**config.mk**
```make
export PLATFORM = sky130hd
export DESIGN_NAME = usb_reg_fe_burst
export DESIGN_NICKNAME = d
export VERILOG_FILES = /design/src/rtl/usb_reg_fe_burst.sv
export SDC_FILE = /design/constraint.sdc
export NUM_CORES = 1
export LEC_CHECK = 0
export ABC_AREA = 1
export CELL_PAD_IN_SITES_DETAIL_PLACEMENT = 1
export CELL_PAD_IN_SITES_GLOBAL_PLACEMENT = 1
export CORE_MARGIN = 10
export CORE_UTILIZATION = 37
export CTS_BUF_LIST = sky130_fd_sc_hd__clkbuf_16
export DETAILED_ROUTE_END_ITERATION = 8
export HOLD_SLACK_MARGIN = 0.02
export PLACE_DENSITY = 0.88
export SYNTH_ARGS = -nofsm -noshare
export SYNTH_HDL_FRONTEND = slang
export SYNTH_SLANG_ARGS = --single-unit
```
**constraint.sdc**
```tcl
create_clock -name usb_clk -period 3.6 [get_ports usb_clk]
set_input_delay 0.72 -clock usb_clk [delete_from_list [all_inputs] [get_ports usb_clk]]
set_output_delay 0.72 -clock usb_clk [all_outputs]
set_load 0.02 [all_outputs]
```
**src/rtl/usb_reg_fe_burst.sv**
```systemverilog
// -----------------------------------------------------------------------------
// usb_reg_fe_burst
//
// Host-bus register frontend. Converts the asynchronous host parallel bus
// (addr/din/rdn/wrn/alen/cen) into single-cycle register read and write
// strobes in the usb_clk domain. A latched address supplies a register base
// plus a byte counter that auto-increments after every completed access, so
// a host can burst through the bytes of one register without re-latching.
//
// Optional feature (compile-time macro USB_REG_FE_TIMEOUT_EN):
//   defined   : a watchdog aborts a sequence stuck in WR_WAIT, RD_DLY or
//               RD_HOLD for pTIMEOUT cycles and sets the sticky timeout_flag.
//   undefined : no watchdog is built, timeout_flag is tied low.
//
// Ports
//   usb_clk        in   sole clock
//   rst            in   asynchronous active-high reset
//   usb_din        in   host write data
//   usb_dout       out  registered read data to host
//   usb_isout      out  host data-bus output enable
//   usb_addr       in   host address
//   usb_rdn        in   read strobe, active-low
//   usb_wrn        in   write strobe, active-low
//   usb_alen       in   address latch enable, active-low
//   usb_cen        in   chip enable, active-low
//   reg_address    out  register select (address high bits)
//   reg_bytecnt    out  byte within register (address low bits / counter)
//   reg_datao      out  write data to registers
//   reg_datai      in   read data from registers
//   reg_read       out  one-cycle read pulse
//   reg_write      out  one-cycle write pulse
//   reg_addrvalid  out  address latched and current
//   proto_err      out  sticky protocol error
//   timeout_flag   out  sticky watchdog flag
// -----------------------------------------------------------------------------
module usb_reg_fe_burst #(
  parameter int pADDR_WIDTH    = 21,
  parameter int pBYTECNT_SIZE  = 7,
  parameter int pDATA_WIDTH    = 8,
  parameter int pREG_RDDLY_LEN = 3,
  parameter int pISOUT_HOLD    = 2,
  parameter int pTIMEOUT       = 1024
) (
  input  logic                                 usb_clk,
  input  logic                                 rst,
  input  logic [pDATA_WIDTH-1:0]               usb_din,
  output logic [pDATA_WIDTH-1:0]               usb_dout,
  output logic                                 usb_isout,
  input  logic [pADDR_WIDTH-1:0]               usb_addr,
  input  logic                                 usb_rdn,
  input  logic                                 usb_wrn,
  input  logic                                 usb_alen,
  input  logic                                 usb_cen,
  output logic [pADDR_WIDTH-pBYTECNT_SIZE-1:0] reg_address,
  output logic [pBYTECNT_SIZE-1:0]             reg_bytecnt,
  output logic [pDATA_WIDTH-1:0]               reg_datao,
  input  logic [pDATA_WIDTH-1:0]               reg_datai,
  output logic                                 reg_read,
  output logic                                 reg_write,
  output logic                                 reg_addrvalid,
  output logic                                 proto_err,
  output logic                                 timeout_flag
);

  localparam int BASE_W = pADDR_WIDTH - pBYTECNT_SIZE;
  localparam int DLY_W  = $clog2(pREG_RDDLY_LEN + 1);
  localparam int HOLD_W = $clog2(pISOUT_HOLD + 1);

  typedef enum logic [2:0] {
    IDLE,
    WR,
    WR_WAIT,
    RD,
    RD_DLY,
    RD_HOLD,
    ISOUT_TAIL
  } state_t;

  // ---------------------------------------------------------------------------
  // Input synchronisation and sampling
  // ---------------------------------------------------------------------------
  logic [1:0]             rdn_sync, wrn_sync, alen_sync, cen_sync;
  logic                   rdn_prev, wrn_prev;
  logic [pADDR_WIDTH-1:0] addr_r;
  logic [pDATA_WIDTH-1:0] din_r;

  logic rdn_s, wrn_s, alen_s, cen_s;
  logic rd_fall, wr_fall;

  assign rdn_s  = rdn_sync[1];
  assign wrn_s  = wrn_sync[1];
  assign alen_s = alen_sync[1];
  assign cen_s  = cen_sync[1];

  // A falling edge needs a high history sample, so a strobe that is held low
  // across reset never starts an access after release.
  assign rd_fall = rdn_prev & ~rdn_s;
  assign wr_fall = wrn_prev & ~wrn_s;

  // NOTE: every flop uses non-blocking assignment so all registers update from
  // the pre-edge values; blocking here would collapse the sync chain.
  always_ff @(posedge usb_clk or posedge rst) begin
    if (rst) begin
      // Strobe chains reset to "low" so a strobe must be seen high after reset
      // before a fall counts; alen/cen reset inactive so no address is loaded.
      rdn_sync  <= 2'b00;
      wrn_sync  <= 2'b00;
      alen_sync <= 2'b11;
      cen_sync  <= 2'b11;
      rdn_prev  <= 1'b0;
      wrn_prev  <= 1'b0;
      addr_r    <= '0;
      din_r     <= '0;
    end else begin
      rdn_sync  <= {rdn_sync[0],  usb_rdn};
      wrn_sync  <= {wrn_sync[0],  usb_wrn};
      alen_sync <= {alen_sync[0], usb_alen};
      cen_sync  <= {cen_sync[0],  usb_cen};
      rdn_prev  <= rdn_s;
      wrn_prev  <= wrn_s;
      addr_r    <= usb_addr;
      din_r     <= usb_din;
    end
  end

  // ---------------------------------------------------------------------------
  // Latched address, byte counter and access sequencer
  // ---------------------------------------------------------------------------
  state_t                   state;
  logic [BASE_W-1:0]        base;
  logic [pBYTECNT_SIZE-1:0] bcnt;
  logic [DLY_W-1:0]         dly_cnt;
  logic [HOLD_W-1:0]        tail_cnt;

`ifdef USB_REG_FE_TIMEOUT_EN
  localparam int TO_W = $clog2(pTIMEOUT + 1);
  logic [TO_W-1:0] to_cnt;
  logic            to_active;

  assign to_active = (state == WR_WAIT) || (state == RD_DLY) || (state == RD_HOLD);
`else
  assign timeout_flag = 1'b0;
`endif

  // Without a current latch the host address is passed straight through.
  assign reg_address = reg_addrvalid ? base : addr_r[pADDR_WIDTH-1:pBYTECNT_SIZE];
  assign reg_bytecnt = reg_addrvalid ? bcnt : addr_r[pBYTECNT_SIZE-1:0];

  always_ff @(posedge usb_clk or posedge rst) begin
    if (rst) begin
      state         <= IDLE;
      reg_read      <= 1'b0;
      reg_write     <= 1'b0;
      reg_datao     <= '0;
      usb_dout      <= '0;
      usb_isout     <= 1'b0;
      proto_err     <= 1'b0;
      dly_cnt       <= '0;
      tail_cnt      <= '0;
      base          <= '0;
      bcnt          <= '0;
      reg_addrvalid <= 1'b0;
`ifdef USB_REG_FE_TIMEOUT_EN
      to_cnt        <= '0;
      timeout_flag  <= 1'b0;
`endif
    end else begin
      reg_read  <= 1'b0;
      reg_write <= 1'b0;
`ifdef USB_REG_FE_TIMEOUT_EN
      // Cleared on every cycle that does not stay in a watched state, which
      // restarts the count on each state entry.
      to_cnt    <= '0;
`endif

      if (state != IDLE && cen_s) begin
        // Chip deselected mid-sequence: drop everything, no counter update.
        state     <= IDLE;
        usb_isout <= 1'b0;
`ifdef USB_REG_FE_TIMEOUT_EN
      end else if (to_active && to_cnt == TO_W'(pTIMEOUT - 1)) begin
        state        <= IDLE;
        usb_isout    <= 1'b0;
        timeout_flag <= 1'b1;
`endif
      end else begin
        case (state)
          IDLE: begin
            if (!cen_s) begin
              if (wr_fall && rd_fall) begin
                proto_err <= 1'b1;
              end else if (wr_fall) begin
                state     <= WR;
                reg_write <= 1'b1;
                reg_datao <= din_r;
              end else if (rd_fall) begin
                state     <= RD;
                reg_read  <= 1'b1;
                usb_isout <= 1'b1;
                dly_cnt   <= '0;
              end
            end
          end

          WR: state <= WR_WAIT;

          WR_WAIT: begin
            if (wrn_s) begin
              if (reg_addrvalid) bcnt <= bcnt + 1'b1;
              state <= IDLE;
            end else begin
`ifdef USB_REG_FE_TIMEOUT_EN
              to_cnt <= to_cnt + 1'b1;
`endif
            end
          end

          // The read delay counts from the reg_read cycle, so RD is the first
          // counted cycle. rdn is ignored here: capture always completes.
          RD, RD_DLY: begin
            if (dly_cnt == DLY_W'(pREG_RDDLY_LEN - 1)) begin
              usb_dout <= reg_datai;
              state    <= RD_HOLD;
            end else begin
              dly_cnt <= dly_cnt + 1'b1;
              state   <= RD_DLY;
`ifdef USB_REG_FE_TIMEOUT_EN
              if (state == RD_DLY) to_cnt <= to_cnt + 1'b1;
`endif
            end
          end

          RD_HOLD: begin
            if (rdn_s) begin
              if (reg_addrvalid) bcnt <= bcnt + 1'b1;
              tail_cnt <= '0;
              state    <= ISOUT_TAIL;
            end else begin
`ifdef USB_REG_FE_TIMEOUT_EN
              to_cnt <= to_cnt + 1'b1;
`endif
            end
          end

          // Keeps the host bus driven a little after the strobe releases.
          ISOUT_TAIL: begin
            if (tail_cnt == HOLD_W'(pISOUT_HOLD - 1)) begin
              usb_isout <= 1'b0;
              state     <= IDLE;
            end else begin
              tail_cnt <= tail_cnt + 1'b1;
            end
          end

          default: begin
            state     <= IDLE;
            usb_isout <= 1'b0;
          end
        endcase
      end

      // The opposite strobe falling during a sequence is flagged only; the
      // sequence in flight is allowed to finish.
      if ((state == WR || state == WR_WAIT) && rd_fall) proto_err <= 1'b1;
      if ((state == RD || state == RD_DLY || state == RD_HOLD || state == ISOUT_TAIL)
          && wr_fall) proto_err <= 1'b1;

      // Address latch overrides any increment issued in the same cycle.
      if (!alen_s && !cen_s) begin
        base          <= addr_r[pADDR_WIDTH-1:pBYTECNT_SIZE];
        bcnt          <= addr_r[pBYTECNT_SIZE-1:0];
        reg_addrvalid <= 1'b1;
      end else if (cen_s) begin
        reg_addrvalid <= 1'b0;
      end
    end
  end

endmodule
```
## Word-level counts from Yosys, hierarchy flattened

Cells that the tools add are included.

- Bits of input ports: 43
- Word-level logic and storage cells: 141
- Flip-flop bits (word level): 88
- Output and inout port bits: 43

- Reductions and logical operators: 29
- Multiplexer cells: 53
- Bitwise logic cells: 7
- $add $sub $neg: 3
- Equality and inequality tests: 29

Operators with widths:

| cell | number |
|---|---|
| $mux W7 | 6 |
| $mux W1 | 26 |
| $mux W3 | 8 |
| $ne A3 B3 Y1 const B | 7 |
| $pmux W3 S6 | 1 |
| $mux W14 | 1 |
| $mux W2 | 7 |
| $ne A2 B2 Y1 const B | 7 |
| $pmux W7 S2 | 1 |
| $reduce_and A4 Y1 | 3 |
| $reduce_and A6 Y1 | 2 |
| $reduce_bool A3 Y1 | 4 |
| $eq A3 B3 Y1 const B | 3 |
| $pmux W2 S2 | 2 |
| $add A7 B1 Y7 const B | 1 |
| $reduce_and A7 Y1 | 1 |
| $eq A3 B2 Y1 const B | 2 |
| $ne A3 B1 Y1 const B | 2 |
| $ne A3 B2 Y1 const B | 2 |
| $reduce_bool A2 Y1 | 3 |
| $logic_and A1 B1 Y1 | 5 |
| $not A1 Y1 | 5 |
| $reduce_and A5 Y1 | 1 |
| $reduce_or A5 Y1 | 1 |
| 13 further kinds | 20 |

## Depth between registers and ports, before layout

- Word-level depth: 9
- Gate-level depth with buffers: 9
- Depth with buffers taken out: 9

## Least setup slack after synthesis

No wires, ideal clock.

- Kind: flip-flop to output port
- Start: reg reg_addrvalid
- End: out reg_address[6]
- Required time: 2.880 ns
- Arrival time: 1.351 ns
- Cell stages (with the launch flop): 4
- Path buffers: 1
- Path slack: 1.529 ns
- Cell sequence: dfrtp_1 -> inv_1 -> clkbuf_1 -> o21ai_0

- Longest elaborated chain between the ends: 1

Ends and longest elaborated chain:

| what | line | text |
|---|---|---|
| from (decl) | 60 | `output logic reg_addrvalid,` |
| from (signal assigned) | 162 | `reg_addrvalid <= 1'b0;` |
| from (signal assigned) | 272 | `reg_addrvalid <= 1'b1;` |
| from (signal assigned) | 274 | `reg_addrvalid <= 1'b0;` |
| $mux W14 | 146 | `assign reg_address = reg_addrvalid ? base : addr_r[pADDR_WIDTH-1:pBYTECNT_SIZE];` |
| to (decl) | 54 | `output logic [pADDR_WIDTH-pBYTECNT_SIZE-1:0] reg_address,` |

No other way between the ends.

## Worst setup path in the final report

- Start: reg reg_addrvalid
- End: out reg_address[8]

Same word-level chain as after synthesis.

==> metrics.yaml <==
placed_design:
  port_buffers: 84
  globalplace.congestion: 0.845
  dp_hpwl_mm: 7.86
  post-place-ws_ps: 1120
die:
  io_pins: 86
  dieWidth_um: 121
  core_area_mm2: 0.00982
  die_y_um: 121
  fp-row-count: 36
  start_util_pct: 38.2
  die_area_mm2: 0.0146
clocking:
  numClockSinks: 88
  clk_latency_ps: 350
  cts_htree_levels: 3
  cts_root_buffer: "clkbuf_16"
  cts_buffers: 9
  clk_pin_slew_ps: 60
  clk_path_buf_depth: 2
  ctsHoldBuffers: 0
  cts.repair.resized: 0
  post-cts-setup-buffer-count: 0
  cts_tree: "yes"
sta:
  max-slew-margin-rel_pct: 54.2
  setup-tns-final_ps: 0
  tightestPinTransition_ps: 687
  timing.hold.ws_ps: 352
  finalHoldViolations: 0
  clock.fmax_mhz: 352
  rsz0062_at_grt: "false"
  setup_slack_ps: 758
  finalSetupViolCount: 0
  period_share_pct: 79.0
  finClkSkew_ps: 8.38
  finalMaxSlewViolations: 0
  layout_min_cycle_time_ps: 2840
synth:
  synth-simple-area-share_pct: 22.9
  synth_compound_area_share_pct: 10.6
  synth_ff_type: "dfrtp_1"
  synth_top_cell_by_area: "dfrtp_1"
  syn-mean-instance-area_um2: 9.14
  synth_common_cells: "125 x nand2_1, 84 x dfrtp_1, 53 x o21ai_0"
  yosysWarningCount: 0
  yosysSeqAreaShare_pct: 58.9
  synthArstFlopShare_pct: 100
  yosys.area_share.adder_pct: 1.00
  postSynthCellCount: 410
  ys_ff_latch: 88
  synthMuxAreaShare_pct: 0
  synth-edff-count: 0
  ys_types: 29
  synth_top_family_by_area: "simple AND/OR/NAND/NOR gates"
  yosysTopAreaCellShare_pct: 56.1
  synth_xor_area_share_pct: 0
  synth_area_mm2: 0.00375
  synthMostInstantiatedCell: "nand2_1"
  synth_area_leaders: "dfrtp_1 56%, nand2_1 13%, o21ai_0 7.1%"
  synthesis.nets: 456
min_path:
  hold_path_class: "flop to flop"
setup_path:
  critPathKind: "flop to output port"
  cp-start-kind: "flop"
  crit_path_max_fanout: 42
  endpoint_kind: "output port"
  cp.required_ps: 2880
  arrival_ps: 2120
route:
  vias: 3148
  drc: 0
  drt_iter0_drc: 128
  vias_per_cell: 4.96
  firstDrtPassIters: 4
  drt-total-wl_mm: 11.2
  wire_per_inst_um: 17.6
  drtAntennaViolNets: 0
grt:
  grt-busiest-layer: "met2"
  met1_usage_pct: 16.5
  grt_use_met3_pct: 4.75
  grt_remaining_overflow: 0
  grt_max_degree: 43
  grt_usage_pct: 15.9
  grt_pass1_vias: 3702
  grt_util_met2_pct: 28.8
  grt_pass1_wl_mm: 18.5
  antenna_found_initial: 0
final_layout:
  drive_above_1_share_pct: 10.4
  diodes: 0
  area_growth_pct: 34.3
  fin_nets: 543
  final_core_util_pct: 51.2
run_status:
  status: "completed"
power:
  power_density_mw_per_mm2: 674
  leakagePower_nw: 2.42
  peakVddDrop_uv: 383
job:
  drv_cap: 0
-- logic make-up after synthesis --
logic type,after synthesis
other,1
AOI/OAI and AO/OA,69
buffers and inverters,60
and+or+nand+nor,189
adders and majority gates,3
DFF,88
-- critical path, cell delays in order (launching register included) --
cell             delay, ps
dfrtp_1                440
inv_1                   80
buf_4                  350
nand2_1                120
o21ai_0                120
clkdlybuf4s50_1        650
-- metrics by stage --
stage	cell area, um^2	power, mW	cells
4_1_cts	5030	3.42	635
6_report	5030	3.39	635
3_5_place_dp	4720	2.39	619
5_1_grt	5030	3.59	635
2_1_floorplan	3750	1.93	410
3_3_place_gp	4720	2.32	619
-- flip-flops by register name, summed over array words and instances, names as in the netlist, 2 cells and up --
register	count
reg_datao	8
base	14
wrn_sync	2
usb_dout	8
din_r	8
dly_cnt	2
bcnt	7
rdn_sync	2
tail_cnt	2
addr_r	21
cen_sync	2
state	3
alen_sync	2
-- placed cells by master, fill, tap and decap left out, drive strengths merged --
cell type      instances
a21boi                 1
a21oi                  2
buf                    3
bufinv                 2
clkbuf                 9
clkdlybuf4s50         84
clkinv                 5
clkinvlp               1
conb                   1
dfrtp                 84
dfstp                  4
ha                     3
inv                   48
nand2                133
nand3                 37
nand4                  2
nor2                  17
o211ai                 1
o21a                   1
o21ai                 62
o21bai                 1
o22ai                  1
-- layer usage --
metal / up-vias / share of wire [%]
met3: 22 / 5.3
li1: 1475 / -
met1: 1572 / 38
met4: 0 / 2.5
met5: - / 0
met2: 79 / 54
-- final cells by class --
class                      instances  area, um^2
multi-input combinational        262        1300
inverter                          49         185
fill                            1156        4790
tap                              133         166
timing repair buffer              87         863
clock buffer                       9         225
clock inverter                     7        86.3
sequential                        88        2210
-- power by group --
part / switching (mW) / total, mW / internal (mW)
registers: 0.146 / 1.32 / 1.17
clock network: 0.384 / 0.986 / 0.602
logic: 0.666 / 1.09 / 0.423
total: 1.20 / 3.39 / 2.20
-- worst paths after layout --
kind / slack, ps / to / depth (start not counted) / from
worst max-delay path: 760 / reg_address[8] / 5 / reg_addrvalid
worst max register to register: 1820 / bcnt[1] / 7 / cen_sync[1]
max in group asynchronous: 2020 / din_r[5] / 3 / rst
worst min-delay path: 350 / alen_sync[1] / 0 / alen_sync[0]
min in group asynchronous: 800 / addr_r[13] / 2 / rst
worst min register to register: 350 / alen_sync[1] / 0 / alen_sync[0]
Note: power is estimated with default switching activity, not from simulation.
